**src/rtl/mode3_exp_ctrl_pkg.sv**
```systemverilog
// Shared constants and types for the softmax mode-3 exponent sequencer.
package mode3_exp_ctrl_pkg;

    localparam int DATAWIDTH  = 16;
    localparam int NUM        = 4;
    localparam int BUF_AWIDTH = 4;
    localparam int NUM_WORDS  = 32;

    typedef enum logic [1:0] {
        IDLE  = 2'd0,
        ISSUE = 2'd1,
        DRAIN = 2'd2,
        DONE  = 2'd3
    } state_e;

    typedef struct packed {
        logic                  valid;
        logic [BUF_AWIDTH-1:0] addr;
    } pipe_entry_t;

endpackage

```
**src/rtl/mode3_exp_pipe_tracker.sv**
```systemverilog
// Valid/write-address shift register that follows each issued read through
// the RAM read cycle and the exp lane stages to its output-buffer write.
module mode3_exp_pipe_tracker
    import mode3_exp_ctrl_pkg::*;
#(
    parameter int ADDR_W = BUF_AWIDTH,
    parameter int DEPTH  = 3
) (
    input  logic              clk,
    input  logic              reset,
    input  logic              clear,
    input  logic              push,
    input  logic [ADDR_W-1:0] push_addr,
    output logic              stage_run,
    output logic              stage_run2,
    output logic              wr_en,
    output logic [ADDR_W-1:0] wr_addr,
    output logic              last_wr
);

    logic [DEPTH-1:0]  valid_q, valid_d;
    logic [ADDR_W-1:0] addr_q [DEPTH];
    logic [ADDR_W-1:0] addr_d [DEPTH];

    always_comb begin
        valid_d   = {valid_q[DEPTH-2:0], push};
        addr_d[0] = push_addr;
        for (int i = 1; i < DEPTH; i++) begin
            addr_d[i] = addr_q[i-1];
        end
        if (clear) begin
            valid_d = '0;
            for (int i = 0; i < DEPTH; i++) begin
                addr_d[i] = '0;
            end
        end
    end

    always_ff @(posedge clk) begin
        if (reset) begin
            valid_q <= '0;
            for (int i = 0; i < DEPTH; i++) begin
                addr_q[i] <= '0;
            end
        end else begin
            valid_q <= valid_d;
            for (int i = 0; i < DEPTH; i++) begin
                addr_q[i] <= addr_d[i];
            end
        end
    end

    // Slot 0 is the cycle RAM data reaches the lanes; the last slot is the write.
    assign stage_run  = valid_q[0];
    assign stage_run2 = valid_q[1];
    assign wr_en      = valid_q[DEPTH-1];
    assign wr_addr    = addr_q[DEPTH-1];
    assign last_wr    = valid_q[DEPTH-1] & ~(|valid_q[DEPTH-2:0]);

endmodule

```
**src/rtl/mode3_exp_ctrl.sv**
```systemverilog
// Mode-3 exponent stage sequencer: streams score-buffer locations into the exp
// lanes and writes results back. Optional cycle counter: MODE3_EXP_PERF_EN.
module mode3_exp_ctrl
    import mode3_exp_ctrl_pkg::*;
#(
    parameter int NUM_GROUPS  = NUM_WORDS / NUM,
    parameter int ADDR_W      = BUF_AWIDTH,
    parameter int EXP_LATENCY = 2
) (
    input  logic              clk,
    input  logic              reset,
    input  logic              start,
    input  logic [ADDR_W-1:0] rd_base,
    input  logic [ADDR_W-1:0] wr_base,
    input  logic              abort,
    output logic              busy,
    output logic              done,
    output logic              rd_en,
    output logic [ADDR_W-1:0] rd_addr,
    output logic              stage_run,
    output logic              stage_run2,
    output logic              wr_en,
    output logic [ADDR_W-1:0] wr_addr,
    output state_e            dbg_state
`ifdef MODE3_EXP_PERF_EN
    ,
    output logic [15:0]       cycle_cnt
`endif
);

    localparam logic [ADDR_W-1:0] LAST_CNT = ADDR_W'(NUM_GROUPS - 1);

    state_e            state_q, state_d;
    logic [ADDR_W-1:0] cnt_q, cnt_d;
    logic [ADDR_W-1:0] rd_base_q, rd_base_d;
    logic [ADDR_W-1:0] wr_base_q, wr_base_d;
    logic              push;
    logic [ADDR_W-1:0] push_addr;
    logic              pipe_clear;
    logic              last_wr;

    always_ff @(posedge clk) begin
        if (reset) begin
            state_q   <= IDLE;
            cnt_q     <= '0;
            rd_base_q <= '0;
            wr_base_q <= '0;
        end else begin
            state_q   <= state_d;
            cnt_q     <= cnt_d;
            rd_base_q <= rd_base_d;
            wr_base_q <= wr_base_d;
        end
    end

    always_comb begin
        state_d    = state_q;
        cnt_d      = cnt_q;
        rd_base_d  = rd_base_q;
        wr_base_d  = wr_base_q;
        rd_en      = 1'b0;
        rd_addr    = '0;
        push       = 1'b0;
        push_addr  = '0;
        pipe_clear = 1'b0;
        busy       = 1'b0;
        done       = 1'b0;
        case (state_q)
            IDLE: begin
                // abort outranks a coincident start
                if (start && !abort) begin
                    state_d   = ISSUE;
                    cnt_d     = '0;
                    rd_base_d = rd_base;
                    wr_base_d = wr_base;
                end
            end
            ISSUE: begin
                busy      = 1'b1;
                rd_en     = 1'b1;
                rd_addr   = rd_base_q + cnt_q;
                push      = 1'b1;
                push_addr = wr_base_q + cnt_q;
                if (abort) begin
                    state_d    = IDLE;
                    pipe_clear = 1'b1;
                end else if (cnt_q == LAST_CNT) begin
                    state_d = DRAIN;
                end else begin
                    cnt_d = cnt_q + ADDR_W'(1);
                end
            end
            DRAIN: begin
                busy = 1'b1;
                if (abort) begin
                    state_d    = IDLE;
                    pipe_clear = 1'b1;
                end else if (last_wr) begin
                    state_d = DONE;
                end
            end
            DONE: begin
                done    = 1'b1;
                state_d = IDLE;
            end
            default: begin
                state_d = IDLE;
            end
        endcase
    end

    mode3_exp_pipe_tracker #(
        .ADDR_W (ADDR_W),
        .DEPTH  (1 + EXP_LATENCY)
    ) u_pipe (
        .clk        (clk),
        .reset      (reset),
        .clear      (pipe_clear),
        .push       (push),
        .push_addr  (push_addr),
        .stage_run  (stage_run),
        .stage_run2 (stage_run2),
        .wr_en      (wr_en),
        .wr_addr    (wr_addr),
        .last_wr    (last_wr)
    );

    assign dbg_state = state_q;

`ifdef MODE3_EXP_PERF_EN
    logic [15:0] cycle_cnt_q;

    // Counts every cycle from the one after accept through the done cycle.
    always_ff @(posedge clk) begin
        if (reset) begin
            cycle_cnt_q <= '0;
        end else if (state_q == IDLE && state_d == ISSUE) begin
            cycle_cnt_q <= '0;
        end else if (state_q != IDLE && cycle_cnt_q != 16'hFFFF) begin
            cycle_cnt_q <= cycle_cnt_q + 16'd1;
        end
    end

    assign cycle_cnt = cycle_cnt_q;
`endif

endmodule

```
**config.mk**
```make
export PLATFORM = sky130hd
export DESIGN_NAME = mode3_exp_ctrl
export DESIGN_NICKNAME = d
export VERILOG_FILES = /design/src/rtl/mode3_exp_ctrl_pkg.sv /design/src/rtl/mode3_exp_pipe_tracker.sv /design/src/rtl/mode3_exp_ctrl.sv
export SDC_FILE = /design/constraint.sdc
export NUM_CORES = 1
export LEC_CHECK = 0
export ABC_AREA = 1
export BUFFER_PORTS_ARGS = -buffer_cell sky130_fd_sc_hd__clkbuf_2
export CAP_MARGIN = 20
export CELL_PAD_IN_SITES_DETAIL_PLACEMENT = 0
export CELL_PAD_IN_SITES_GLOBAL_PLACEMENT = 2
export CORE_UTILIZATION = 34
export CTS_BUF_LIST = sky130_fd_sc_hd__clkbuf_2
export CTS_CLUSTER_DIAMETER = 80
export CTS_CLUSTER_SIZE = 25
export DETAILED_ROUTE_END_ITERATION = 6
export PLACE_DENSITY_LB_ADDON = 0.05
export SYNTH_ARGS = -nofsm -noshare
export SYNTH_HDL_FRONTEND = slang
export SYNTH_SLANG_ARGS = --single-unit
```
**constraint.sdc**
```tcl
create_clock -name clk -period 2 [get_ports clk]
set_input_delay 0.2 -clock clk [delete_from_list [all_inputs] [get_ports clk]]
set_output_delay 0.2 -clock clk [all_outputs]
set_load 0.05 [all_outputs]
```
-- After elaboration in Yosys (flattened, before gate mapping)
Memories as Yosys holds them, arrays and structs flattened.
Index checks and enable logic that the tools add are counted.
W data, S select, Z words.
- bitwise logic cells: 5
- equality and inequality tests: 9
- add/subtract/negate cells: 3
- reductions and logical operators: 10
- muxes and demuxes: 24
- operators with widths (operator ; count):
    $mux W4 ; 8
    $mux W12 ; 1
    $mux W2 ; 5
    $add A4 B4 Y4 ; 2
    $mux W1 ; 8
    $pmux W2 S4 ; 1
    $pmux W4 S2 ; 1
    $ne A2 B2 Y1 const B ; 3
    $ne A3 B3 Y1 const B ; 2
    $reduce_or A2 Y1 ; 3
    $add A4 B1 Y4 const B ; 1
    $eq A2 B2 Y1 const B ; 2
    $eq A4 B3 Y1 const B ; 1
    $reduce_and A4 Y1 ; 1
    $or A1 B1 Y1 ; 3
    $reduce_and A3 Y1 ; 1
    $eq A2 B1 Y1 const B ; 1
    $logic_not A2 Y1 ; 1
    $reduce_and A2 Y1 ; 1
    $reduce_bool A2 Y1 ; 1
    $and A1 B1 Y1 ; 1
    $logic_and A1 B1 Y1 ; 1
    $logic_not A1 Y1 ; 1
    $not A1 Y1 ; 1
- register bits: 17
- bits in writable memories: 12
- logic and storage cells: 57
- output and inout bits: 16
- memories kept: 1
- input bits: 12
- memory list (name ; depth ; bits a word ; rd ports ; clocked after memory_dff ; wr ports ; RTL line ; RTL):
    u_pipe.addr_q ; 3 ; 4 ; 3 ; 0 ; 3 ; mode3_exp_pipe_tracker.sv:22 ; logic [ADDR_W-1:0] addr_q [DEPTH];

-- Logic depth before layout (Yosys ltp)
- depth in word-level cells: 6
- depth in mapped cells: 10
- depth with buffers taken out: 9

-- Hierarchy
A second synthesis with hierarchy kept.
- cells, all modules: 201
- area total of the unflattened synthesis: 1527.7 um^2
- by module, submodules not included (module ; area an instance (um^2) ; cells each ; seq. area each (um^2) ; instances):
    mode3_exp_ctrl ; 1013.5 ; 146 ; 280.3 ; 1
    mode3_exp_pipe_tracker ; 514.2 ; 55 ; 300.3 ; 1

-- Worst setup path after synthesis
Ideal clock, no wire load.
- path type: register to output
- start: register state_q[0], in the netlist dbg_state[0]
- end: output port rd_addr[2]
- arrival: 2219 ps
- cell stages (with the launch flop): 5
- path slack: -419 ps
- buffers on the path: 1
- data required time: 1800 ps
- path through: dfxtp_1 -> ha_1 -> buf_2 -> inv_2 -> nor2_1
- cells in the longest elaborated chain, start to end: 2
- RTL lines (item ; RTL line ; RTL):
    start, declared ; mode3_exp_ctrl.sv:33 ; state_e state_q, state_d;
    start signal, assigned ; mode3_exp_ctrl.sv:49 ; state_q <= state_d;
    $eq A2 B1 Y1 ; mode3_exp_ctrl.sv:68 ; case (state_q)
    $mux W4 ; mode3_exp_ctrl.sv:68 ;
    end, declared ; mode3_exp_ctrl.sv:19 ; output logic [ADDR_W-1:0] rd_addr,
Every way passes these cells.

-- Final worst setup path
- start: register cnt_q[0]
- end: output port rd_addr[2]
- cells in the longest elaborated chain, start to end: 2
- RTL lines (item ; RTL line ; RTL):
    start, declared ; mode3_exp_ctrl.sv:34 ; logic [ADDR_W-1:0] cnt_q, cnt_d;
    start signal, assigned ; mode3_exp_ctrl.sv:50 ; cnt_q <= cnt_d;
    $add A4 B4 Y4 ; mode3_exp_ctrl.sv:81 ; rd_addr = rd_base_q + cnt_q;
    $mux W4 ; mode3_exp_ctrl.sv:68 ;
Every way passes these cells.

==> out/metrics.yaml <==
pwr:
  internal_power_w: 0.00114
  p_total_w: 0.00174
  netSwitchingFraction_pct: 34.5
  p_per_area_nw_per_um2: 981
  clkPwrFrac_pct: 32.4
  sequentialPowerShare_pct: 38.5
  p_sw_w: 0.000601
  comb_power_share_pct: 29.1
  leakagePower_nw: 0.854
  ir_worst_vdd_v: 0.000419
global_route:
  gr-usage-met3_pct: 5.69
  grt_max_degree: 17
  grt_usage_pct: 15.8
  top_usage_layer: "met2"
  antenna_found_initial: 0
  use_met2_pct: 27.4
  grt-ovfl-total: 0
  grt_pass1_vias: 1174
  met1_usage_pct: 17.5
  grt_pass1_wl_mm: 5.02
clock_network:
  clockBufferDepth: 2
  cts-root-buf: "clkbuf_2"
  cts_max_level: 2
  cts.sinks: 29
  clk_pin_slew_ns: 0.17
  tritoncts: "done"
  worst_skew_pair.late_latency_ns: 0.37
  cts_buffers: 5
detailed_routing:
  vias_per_cell: 4.46
  drc_errors: 0
  drt_iter0_drc: 44
  post_drt_wl_per_cell_um: 10.6
  vias: 1217
  wirelength_mm: 2.90
  ant_nets: 0
  drt_pass1_iterations: 4
logic_synthesis:
  synth_top_family_by_area: "simple AND/OR/NAND/NOR gates"
  post_synth_xor_area_fraction_pct: 1.86
  netlist_area_um2: 1410
  synthCells: 190
  synthAdderAreaFrac_pct: 12.6
  synth-compound-area-share_pct: 10.0
  synth.distinct_cells: 20
  ys_ff_latch: 29
  syn_nets: 215
  seq_area_frac_synth_pct: 41.2
  yosysWarnings: 0
  avgSynthCellArea_um2: 7.42
  yosys.area_share.simple_pct: 20.9
  synth_mux_area_share_pct: 0
placement:
  globalplace.congestion: 0.728
  io_buffers: 27
  dp_slack_ns: 0.341
  post-dp-hpwl_mm: 2.16
finish:
  layout_commonest_cell: "nand2_1"
  final_cell_mix: "nand2_1 (35), inv_1 (33), clkbuf_2 (29)"
  nFillCells: 447
  num_antenna_cells: 0
  syn_to_final_growth_pct: 26.0
  nets: 247
  final_layout_size_suffix_gt1_share_pct: 26.5
setup_path:
  required_ns: 1.80
  cp-end-kind: "output pin"
  crit_path_start_kind: "register"
  critPathKind: "reg -> out"
  cp.arrival_ns: 1.73
  cp_max_fo: 2
floorplanning:
  design.die.area_um2: 4410
  dieWidth_um: 66.4
  rows: 23
  io_pins: 28
  core_um2: 4000
  die_y_um: 66.4
  start_util_pct: 35.3
hold_path:
  hold_class: "in -> reg"
timing:
  max_freq_ghz: 0.518
  setup_violations: 0
  relSlewSlack_pct: 73.5
  hold_viol: 0
  min_period_ns: 1.93
  post-route-period-util_pct: 96.6
  worstMarginPinSlew_ns: 0.397
  worst_clock_skew_ns: 0.0183
  rsz0062_at_grt: "true"
  worst_slack_ns: 0.0688
  finalMaxSlewViolations: 0
job:
  cap_violations: 0
status:
  status: "completed"
## timing repair
action / in CTS / in global routing
hold buffers: 1 / 0
pin swaps: 1 / 2
buffers inserted: 0 / 1
hold endpoints to repair: 2 / 0
gates resized for setup: 7 / 16
cloned: 0 / 0
setup endpoints to repair: 3 / 3
## cell usage after synthesis
cell	n	area, µm²
buf_2	2	10.0
nand3_1	8	40.0
nand2_2	1	6.26
a21oi_2	1	8.76
clkbuf_1	1	3.75
a21boi_0	1	7.51
nand4_1	2	12.5
xnor2_1	2	17.5
dfxtp_1	29	581
inv_2	3	11.3
buf_4	5	37.5
ha_1	11	138
fa_1	2	40.0
nor2_1	26	97.6
o21ai_0	11	55.1
xor2_1	1	8.76
a21oi_1	14	70.1
nand2_1	35	131
inv_1	34	128
and3_1	1	6.26
## flip-flops by register name, summed over array words and instances (netlist names)
name / flops
cnt_q: 4
u_pipe.addr_q: 12
wr_base_q: 4
rd_base_q: 4
dbg_state: 2
u_pipe.valid_q: 3
## per-stage QoR
stage | area [µm²] | util, % | std cells | TNS [ns] | hold slack [ns]
floorplan | 1420 | - | 190 | 0 | 0.269
global placement | 1600 | 39.9 | 263 | 0 | 0.399
detailed placement | 1600 | 39.9 | 263 | 0 | 0.401
CTS | 1720 | 42.9 | 272 | 0 | 0.0796
global route | 1780 | 44.4 | 273 | -0.0427 | 0.101
finish | 1780 | 44.4 | 273 | 0 | 0.105
## cells by family after synthesis
family	count (synthesis)
DFF	29
adders and majority gates	13
buffers and inverters	45
AOI/OAI and AO/OA	27
xor gates and xnor gates	3
and+or+nand+nor	73
## power groups by stage
stage               logic, W  registers, W  clock network, W
floorplan           0.000326      0.000716                 0
global placement    0.000471      0.000679                 0
detailed placement  0.000473      0.000681                 0
CTS                 0.000485      0.000670          0.000585
global route        0.000570      0.000679          0.000613
finish              0.000508      0.000670          0.000565
## metal layers
metal  up-vias  routed length (µm)
li1        642                   -
met1       537                1360
met2        31                1350
met3         7                 146
met4         0                  46
met5         -                   0
## final timing paths
kind,slack [ns],end,depth (start not counted),start
worst max-delay path,0.07,rd_addr[2],5,cnt_q[0]$_SDFFE_PP0P_
worst min-delay path,0.11,wr_base_q[0]$_SDFFE_PP0P_,3,wr_base[0]
worst max register to register,0.51,cnt_q[0]$_SDFFE_PP0P_,8,dbg_state[1]$_SDFFE_PP0P_
worst min register to register,0.42,u_pipe.addr_q[0][10]$_SDFF_PP0_,2,u_pipe.addr_q[0][6]$_SDFF_PP0_
## worst max-delay path: stages, from the launching register on
cell	delay, ns
dfxtp_4	0.38
ha_4	0.16
fa_2	0.39
xnor2_2	0.14
nor2_2	0.14
buf_8	0.16
## final cells by class
type                    count  area (µm²)  area share [%]
multi-input cells         116         682            38.4
flip-flops and latches     29         591            33.2
repair buffers             33         213            12.0
inverters                  37         139            7.82
clock inverters             3        65.1            3.66
well taps                  50        62.6            3.52
clock buffers               5        25.0            1.41
No activity file was read; power rests on OpenSTA's default activity.
